### config.mk
export PLATFORM = sky130hd
export DESIGN_NAME = ufo_hit_manager_flat
export DESIGN_NICKNAME = d
export VERILOG_FILES = /design/src/rtl/ufo_pkg.sv /design/src/rtl/ufo_hit_manager_if.sv /design/src/rtl/ufo_hit_manager_frame_timer.sv /design/src/rtl/ufo_hit_manager.sv /design/src/flat_wrapper.sv
export SDC_FILE = /design/constraint.sdc
export NUM_CORES = 1
export LEC_CHECK = 0
export ABC_AREA = 1
export BUFFER_PORTS_ARGS = -buffer_cell sky130_fd_sc_hd__buf_2
export CAP_MARGIN = 20
export CORE_AREA = 2 2 77 42
export CTS_CLUSTER_SIZE = 40
export DETAILED_ROUTE_END_ITERATION = 10
export DIE_AREA = 0 0 79 44
export HOLD_SLACK_MARGIN = 0.02
export PLACE_DENSITY = 0.79
export SYNTH_ARGS = -nofsm -noshare
export SYNTH_HDL_FRONTEND = slang
export SYNTH_SLANG_ARGS = --single-unit
### constraint.sdc
create_clock -name clk -period 3.1 [get_ports clk]
set_clock_uncertainty 0.2 [all_clocks]
set_input_delay 0 -clock clk [delete_from_list [all_inputs] [get_ports clk]]
set_output_delay 0 -clock clk [all_outputs]
set_load 0.05 [all_outputs]
### src/rtl/ufo_pkg.sv
// ufo_pkg: shared mystery-ship game types and constants.
//   ufo_hit_state_t  - hit manager state (ARMED / EXPLODING / COOLDOWN)
//   SCORE_*          - point values awarded for a ship kill
//   SCORE_300_SHOT   - shot-counter value that earns the top award
//   shot_score()     - maps the 4-bit shot counter to a point value
package ufo_pkg;

    typedef enum logic [1:0] {
        ARMED     = 2'd0,
        EXPLODING = 2'd1,
        COOLDOWN  = 2'd2
    } ufo_hit_state_t;

    localparam logic [8:0] SCORE_50  = 9'd50;
    localparam logic [8:0] SCORE_100 = 9'd100;
    localparam logic [8:0] SCORE_150 = 9'd150;
    localparam logic [8:0] SCORE_300 = 9'd300;

    localparam logic [3:0] SCORE_300_SHOT = 4'd14;

    // Shot 14 is the jackpot; otherwise the low two bits cycle 50/100/150/100.
    function automatic logic [8:0] shot_score(input logic [3:0] shots);
        logic [8:0] pts;
        if (shots == SCORE_300_SHOT) begin
            pts = SCORE_300;
        end else begin
            case (shots[1:0])
                2'd0:    pts = SCORE_50;
                2'd1:    pts = SCORE_100;
                2'd2:    pts = SCORE_150;
                default: pts = SCORE_100;
            endcase
        end
        return pts;
    endfunction

endpackage

### src/rtl/ufo_hit_manager_if.sv
// ufo_hit_manager_if: signals between the VGA drawers / movement / score /
// display logic and the ship hit manager.
//   master - drives draw requests, frame/shot pulses and ship X; sees results
//   slave  - the hit manager: consumes requests, produces collision, kill,
//            score and explosion overlay
interface ufo_hit_manager_if;
    logic               startOfFrame;
    logic               shipDrawingRequest;
    logic               missileDrawingRequest;
    logic               shotFired;
    logic signed [10:0] shipTopLeftX;

    logic               collision;
    logic               missileKill;
    logic               scoreValid;
    logic [8:0]         scoreValue;
    logic               explodeEnable;
    logic signed [10:0] explodeX;

    modport master (
        output startOfFrame, shipDrawingRequest, missileDrawingRequest,
               shotFired, shipTopLeftX,
        input  collision, missileKill, scoreValid, scoreValue,
               explodeEnable, explodeX
    );

    modport slave (
        input  startOfFrame, shipDrawingRequest, missileDrawingRequest,
               shotFired, shipTopLeftX,
        output collision, missileKill, scoreValid, scoreValue,
               explodeEnable, explodeX
    );
endinterface

### src/rtl/ufo_hit_manager_frame_timer.sv
// frame_timer: counts start-of-frame pulses while enabled.
//   clk, resetN     - clock, async active-low reset
//   clear           - hold the count at zero
//   enable          - count start_of_frame pulses
//   start_of_frame  - one-clk frame pulse
//   terminal        - last count value of the period
//   done            - combinational, high on the start_of_frame that arrives
//                     while the count equals terminal; the count wraps to 0
module frame_timer #(
    parameter int W = 6
) (
    input  logic         clk,
    input  logic         resetN,
    input  logic         clear,
    input  logic         enable,
    input  logic         start_of_frame,
    input  logic [W-1:0] terminal,
    output logic         done
);
    logic [W-1:0] cnt;

    assign done = enable && start_of_frame && (cnt == terminal);

    always_ff @(posedge clk or negedge resetN) begin
        if (!resetN)
            cnt <= '0;
        else if (clear || done)
            cnt <= '0;
        else if (enable && start_of_frame)
            cnt <= cnt + 1'b1;
    end
endmodule

### src/rtl/ufo_hit_manager.sv
// ufo_hit_manager: turns the first ship/missile pixel overlap into a one-clk
// collision / missile-kill / score pulse, then runs a frame-timed explosion
// overlay followed by a cooldown during which overlaps are ignored.
//   clk, resetN - clock, async active-low reset
//   bus (slave) - draw requests, frame/shot pulses, ship X in; collision,
//                 missileKill, scoreValid/scoreValue, explodeEnable/explodeX out
module ufo_hit_manager
    import ufo_pkg::*;
#(
    parameter int EXPLODE_FRAMES  = 30,
    parameter int COOLDOWN_FRAMES = 60
) (
    input  logic             clk,
    input  logic             resetN,
    ufo_hit_manager_if.slave bus
);
    localparam int MAXF = (EXPLODE_FRAMES > COOLDOWN_FRAMES) ? EXPLODE_FRAMES : COOLDOWN_FRAMES;
    localparam int FW   = (MAXF > 2) ? $clog2(MAXF) : 1;

    ufo_hit_state_t     state, state_nxt;
    logic [3:0]         shot_cnt;
    logic               pulse, pulse_nxt;
    logic [8:0]         score_q, score_nxt;
    logic               en_q, en_nxt;
    logic signed [10:0] x_q, x_nxt;

    logic               hit;
    logic               timer_clear, timer_en, timer_done;
    logic [FW-1:0]      timer_term;

    assign hit        = bus.shipDrawingRequest && bus.missileDrawingRequest;
    assign timer_en   = (state == EXPLODING) || (state == COOLDOWN);
    assign timer_term = (state == EXPLODING) ? FW'(EXPLODE_FRAMES - 1)
                                             : FW'(COOLDOWN_FRAMES - 1);

    frame_timer #(.W(FW)) u_timer (
        .clk            (clk),
        .resetN         (resetN),
        .clear          (timer_clear),
        .enable         (timer_en),
        .start_of_frame (bus.startOfFrame),
        .terminal       (timer_term),
        .done           (timer_done)
    );

    always_comb begin
        state_nxt   = state;
        pulse_nxt   = 1'b0;
        score_nxt   = score_q;
        en_nxt      = en_q;
        x_nxt       = x_q;
        timer_clear = 1'b0;
        case (state)
            ARMED: begin
                // Timer held at zero so a coincident startOfFrame is not counted.
                timer_clear = 1'b1;
                if (hit) begin
                    pulse_nxt = 1'b1;
                    score_nxt = shot_score(shot_cnt);
                    x_nxt     = bus.shipTopLeftX;
                    en_nxt    = 1'b1;
                    state_nxt = EXPLODING;
                end
            end
            EXPLODING: begin
                if (timer_done) begin
                    en_nxt    = 1'b0;
                    state_nxt = COOLDOWN;
                end
            end
            COOLDOWN: begin
                if (timer_done)
                    state_nxt = ARMED;
            end
            default: state_nxt = ARMED;
        endcase
    end

    always_ff @(posedge clk or negedge resetN) begin
        if (!resetN) begin
            state    <= ARMED;
            shot_cnt <= '0;
            pulse    <= 1'b0;
            score_q  <= '0;
            en_q     <= 1'b0;
            x_q      <= '0;
        end else begin
            state    <= state_nxt;
            shot_cnt <= shot_cnt + {3'b000, bus.shotFired};
            pulse    <= pulse_nxt;
            score_q  <= score_nxt;
            en_q     <= en_nxt;
            x_q      <= x_nxt;
        end
    end

    assign bus.collision     = pulse;
    assign bus.missileKill   = pulse;
    assign bus.scoreValid    = pulse;
    assign bus.scoreValue    = score_q;
    assign bus.explodeEnable = en_q;
    assign bus.explodeX      = x_q;
endmodule

### src/flat_wrapper.sv
// flat-port wrapper written by rule: the top's interface ports become plain ports
module ufo_hit_manager_flat import ufo_pkg::*;
#(
    parameter int EXPLODE_FRAMES  = 30,
    parameter int COOLDOWN_FRAMES = 60
)
  (clk, resetN, bus_startOfFrame, bus_shipDrawingRequest, bus_missileDrawingRequest, bus_shotFired, bus_shipTopLeftX, bus_collision, bus_missileKill, bus_scoreValid, bus_scoreValue, bus_explodeEnable, bus_explodeX);
  ufo_hit_manager_if bus_i ();
  input  logic clk;
  input  logic resetN;
  input wire logic [$bits(bus_i.startOfFrame)-1:0] bus_startOfFrame;
  input wire logic [$bits(bus_i.shipDrawingRequest)-1:0] bus_shipDrawingRequest;
  input wire logic [$bits(bus_i.missileDrawingRequest)-1:0] bus_missileDrawingRequest;
  input wire logic [$bits(bus_i.shotFired)-1:0] bus_shotFired;
  input wire logic [$bits(bus_i.shipTopLeftX)-1:0] bus_shipTopLeftX;
  output wire logic [$bits(bus_i.collision)-1:0] bus_collision;
  output wire logic [$bits(bus_i.missileKill)-1:0] bus_missileKill;
  output wire logic [$bits(bus_i.scoreValid)-1:0] bus_scoreValid;
  output wire logic [$bits(bus_i.scoreValue)-1:0] bus_scoreValue;
  output wire logic [$bits(bus_i.explodeEnable)-1:0] bus_explodeEnable;
  output wire logic [$bits(bus_i.explodeX)-1:0] bus_explodeX;
  assign bus_i.startOfFrame = bus_startOfFrame;
  assign bus_i.shipDrawingRequest = bus_shipDrawingRequest;
  assign bus_i.missileDrawingRequest = bus_missileDrawingRequest;
  assign bus_i.shotFired = bus_shotFired;
  assign bus_i.shipTopLeftX = bus_shipTopLeftX;
  assign bus_collision = bus_i.collision;
  assign bus_missileKill = bus_i.missileKill;
  assign bus_scoreValid = bus_i.scoreValid;
  assign bus_scoreValue = bus_i.scoreValue;
  assign bus_explodeEnable = bus_i.explodeEnable;
  assign bus_explodeX = bus_i.explodeX;
  ufo_hit_manager #(.EXPLODE_FRAMES(EXPLODE_FRAMES), .COOLDOWN_FRAMES(COOLDOWN_FRAMES)) u_core (.clk(clk), .resetN(resetN), .bus(bus_i));
endmodule
==> results.cfg <==
[cts]
numCtsBuffers = 5
cts_max_level = 2
cts-root-buf = clkbuf_8
post_cts_buffers = 0
clockBufferDepth = 2
tritoncts = yes
clkSinkCount = 31
ctsResizeCount = 0
path_clk_slew_ps = 60
clk_latency_ps = 270

[global_routing]
grt_use_met3 = 0.07292
grtUsageMet1 = 0.2405
globalRouteMet2Util = 0.2966
grt_busiest_layer = met2
grt_pass1_wl_mm = 4.781
grt_usage = 0.1862
grt_pass1_vias = 1072
grt_max_degree = 32
gr-total-overflow = 0
antenna_found_initial = 0

[power_and_ir_drop]
powerDensity_nw_per_um2 = 1023
power.total_w = 0.001908
swShare = 0.4941
p_clk_frac = 0.164
ir_drop_v = 0.0005474
comb_power_share = 0.492
p_switching_w = 0.0009430
seqPwrFrac = 0.344
power.leakage_nw = 1.009
internal-power_w = 0.0009653

[synth]
synth_top_area_frac = 0.5472
synth_most_common_cell = nand2_1
synth_edf_count = 0
ys_seq_area_frac = 0.5472
synth_cells = 158
synth_top_area_cell = dfrtp_1
yosysWarningCount = 0
synthDistinctLibCells = 27
ys.flop_type = dfrtp_1
synth.top_cells.by_count = nand2_1 (60), dfrtp_1 (31), inv_1 (15), nor2_1 (7), ha_1 (6)
syn_avg_cell_area_um2 = 8.972
synth_area_um2 = 1418
synth_fp_nets = 181
async_flop_share = 1.000
synth-seq-cells = 31
synthTopCellsByArea = dfrtp_1 (55%), nand2_1 (16%), ha_1 (5.3%)

[detailed_routing]
drtAntennaViolNets = 0
wl_mm = 2.890
routed_via_density = 4.621
drc = 0
drtIter0Drc = 79
post_drt_wl_per_cell_um = 11.42
vias = 1169
drtPass1Iterations = 4

[sta]
timing.final.crit_period_ps = 1974
rsz0062_at_grt = no
period_share = 0.6367
timing.hold.ws_ps = 44.17
report.final.slew_viol_count = 0
setup_viol = 0
max_slew.worst_pin.slew_ps = 660.4
relSlewSlack = 0.5597
fmaxAchievable_ghz = 0.5066
hold_violations = 0
finalSetupTns_ps = 0

[place]
place_area_um2 = 1618
dpl.hpwl_mm = 1.949
place_congestion = 0.7619
portBuffers = 39

[worst_setup_path]
worstPathMaxFanout = 20
critPathCaptureType = flop
cpMostUsedCell = inv_1
max_stage_delay_ps = 400
critPathSlowestCell = dfrtp_1
critical_path.startpoint_type = flop
cp_top_family = buffers and inverters
worstPathRequired_ps = 3070
crit_buf_inv = 3
path_class = reg -> reg
arrival_ps = 1940
path_cells = inv_1, ha_1, nand3_1, buf_4, inv_1, nand2_1, o21a_1

[status]
status = completed

[cells_and_area]
regArea_um2 = 775.7
drive_gt1_frac = 0.2582
diodes = 0
multiInputGateArea_um2 = 529.3
final_util = 0.6574
syn_to_final_growth_pct = 31.60
final_nets = 236
fillers = 231
design_area_um2 = 1866

[floorplan]
coreArea_um2 = 2838
initial_core_util = 0.4996
pin_count = 41
die_area_um2 = 3476
die_h_um = 44
num_rows = 14
die_w_um = 79

[worst_hold_path]
hp-class = in -> reg

[job]
cap_violations = 0
## power by group through the flow
| stage | combinational (W) | clock (W) | sequential, W |
|---|---|---|---|
| 2_1_floorplan | 0.000341 | 0 | 0.00105 |
| 3_3_place_gp | 0.000917 | 0 | 0.000660 |
| 3_5_place_dp | 0.000925 | 0 | 0.000661 |
| 4_1_cts | 0.000942 | 0.000322 | 0.000655 |
| 5_1_grt | 0.00101 | 0.000344 | 0.000678 |
| 6_report | 0.000940 | 0.000312 | 0.000656 |
## per-stage QoR
step / instances / setup WS, ps
after floorplan: 158 / 1467
after global placement: 230 / 1221
after detailed placement: 230 / 1139
after CTS: 253 / 1129
after global routing: 253 / 963.5
final: 253 / 1126
## path summary, 6_finish.rpt
path / slack, ps / start / endpoint / cells past startpoint
max: 1130 / u_core.state[1] / u_core.bus.scoreValue[7] / 7
min: 40 / bus_shipDrawingRequest / u_core.bus.explodeX[9] / 5
max reg2reg: 1130 / u_core.state[1] / u_core.bus.scoreValue[7] / 7
min reg2reg: 280 / u_core.bus.explodeX[5] / u_core.bus.explodeX[5] / 2
max in group asynchronous: 2180 / resetN / u_core.u_timer.cnt[5] / 2
min in group asynchronous: 80 / resetN / u_core.state[1] / 2
## layout make-up
class                      count  share of cell area
clock buffer                   6             0.04427
sequential                    31              0.4158
clock inverter                 1            0.002683
multi-input combinational    103              0.2837
tap                           40             0.02683
inverter                      16             0.03219
timing repair buffer          56              0.1945
## worst reg2reg max path: stages (launching register included)
cell and delay [ps]:
dfrtp_1 400, inv_1 90, ha_1 240, nand3_1 90
buf_4 210, inv_1 370, nand2_1 150, o21a_1 130
## routing by layer
layer  routed length (um)  part of all wire
met1                 1381              0.48
met2                 1263              0.44
met3                  223             0.077
met4                   22            0.0076
met5                    0                 0
## cell families after synthesis
kind of cell	share of synthesized area
other cells	0.002645
simple gates	0.2366
compound gates	0.05650
xor+xnor	0.02472
fa+ha+maj	0.05296
buf+inv	0.07943
flops	0.5472
## registers in the layout (all words and copies together), names as in the netlist
signal	flops
u_core.bus.collision	1
u_core.u_timer.cnt	6
u_core.shot_cnt	4
u_core.bus.explodeX	11
u_core.bus.explodeEnable	1
u_core.bus.scoreValue	6
u_core.state	2
## layout by cell type, fill, tap and decap left out
cell and count:
nand2_1 60, buf_2 39, dfrtp_1 31, dlygate4sd3_1 16, inv_1 15, nor2_1 7
ha_1 6, clkbuf_8 6, nand3_1 5, o21ai_0 4, xor2_1 3, nor3_1 2
nor3_2 2, inv_2 1, nand2_2 1, o22ai_1 1, nor2_2 1, a21oi_1 1
and3_2 1, or2_4 1, o21bai_1 1, o21a_1 1, a21boi_1 1, a2bb2oi_1 1
o41ai_1 1, xnor2_1 1, a21oi_2 1, conb_1 1, clkinv_2 1, buf_4 1
## timing repair
item / CTS / global route
hold buffers: 16 / 0
setup endpoints to repair: 0 / 0
hold endpoints to repair: 49 / 0
No activity file was read; power rests on OpenSTA's default activity.
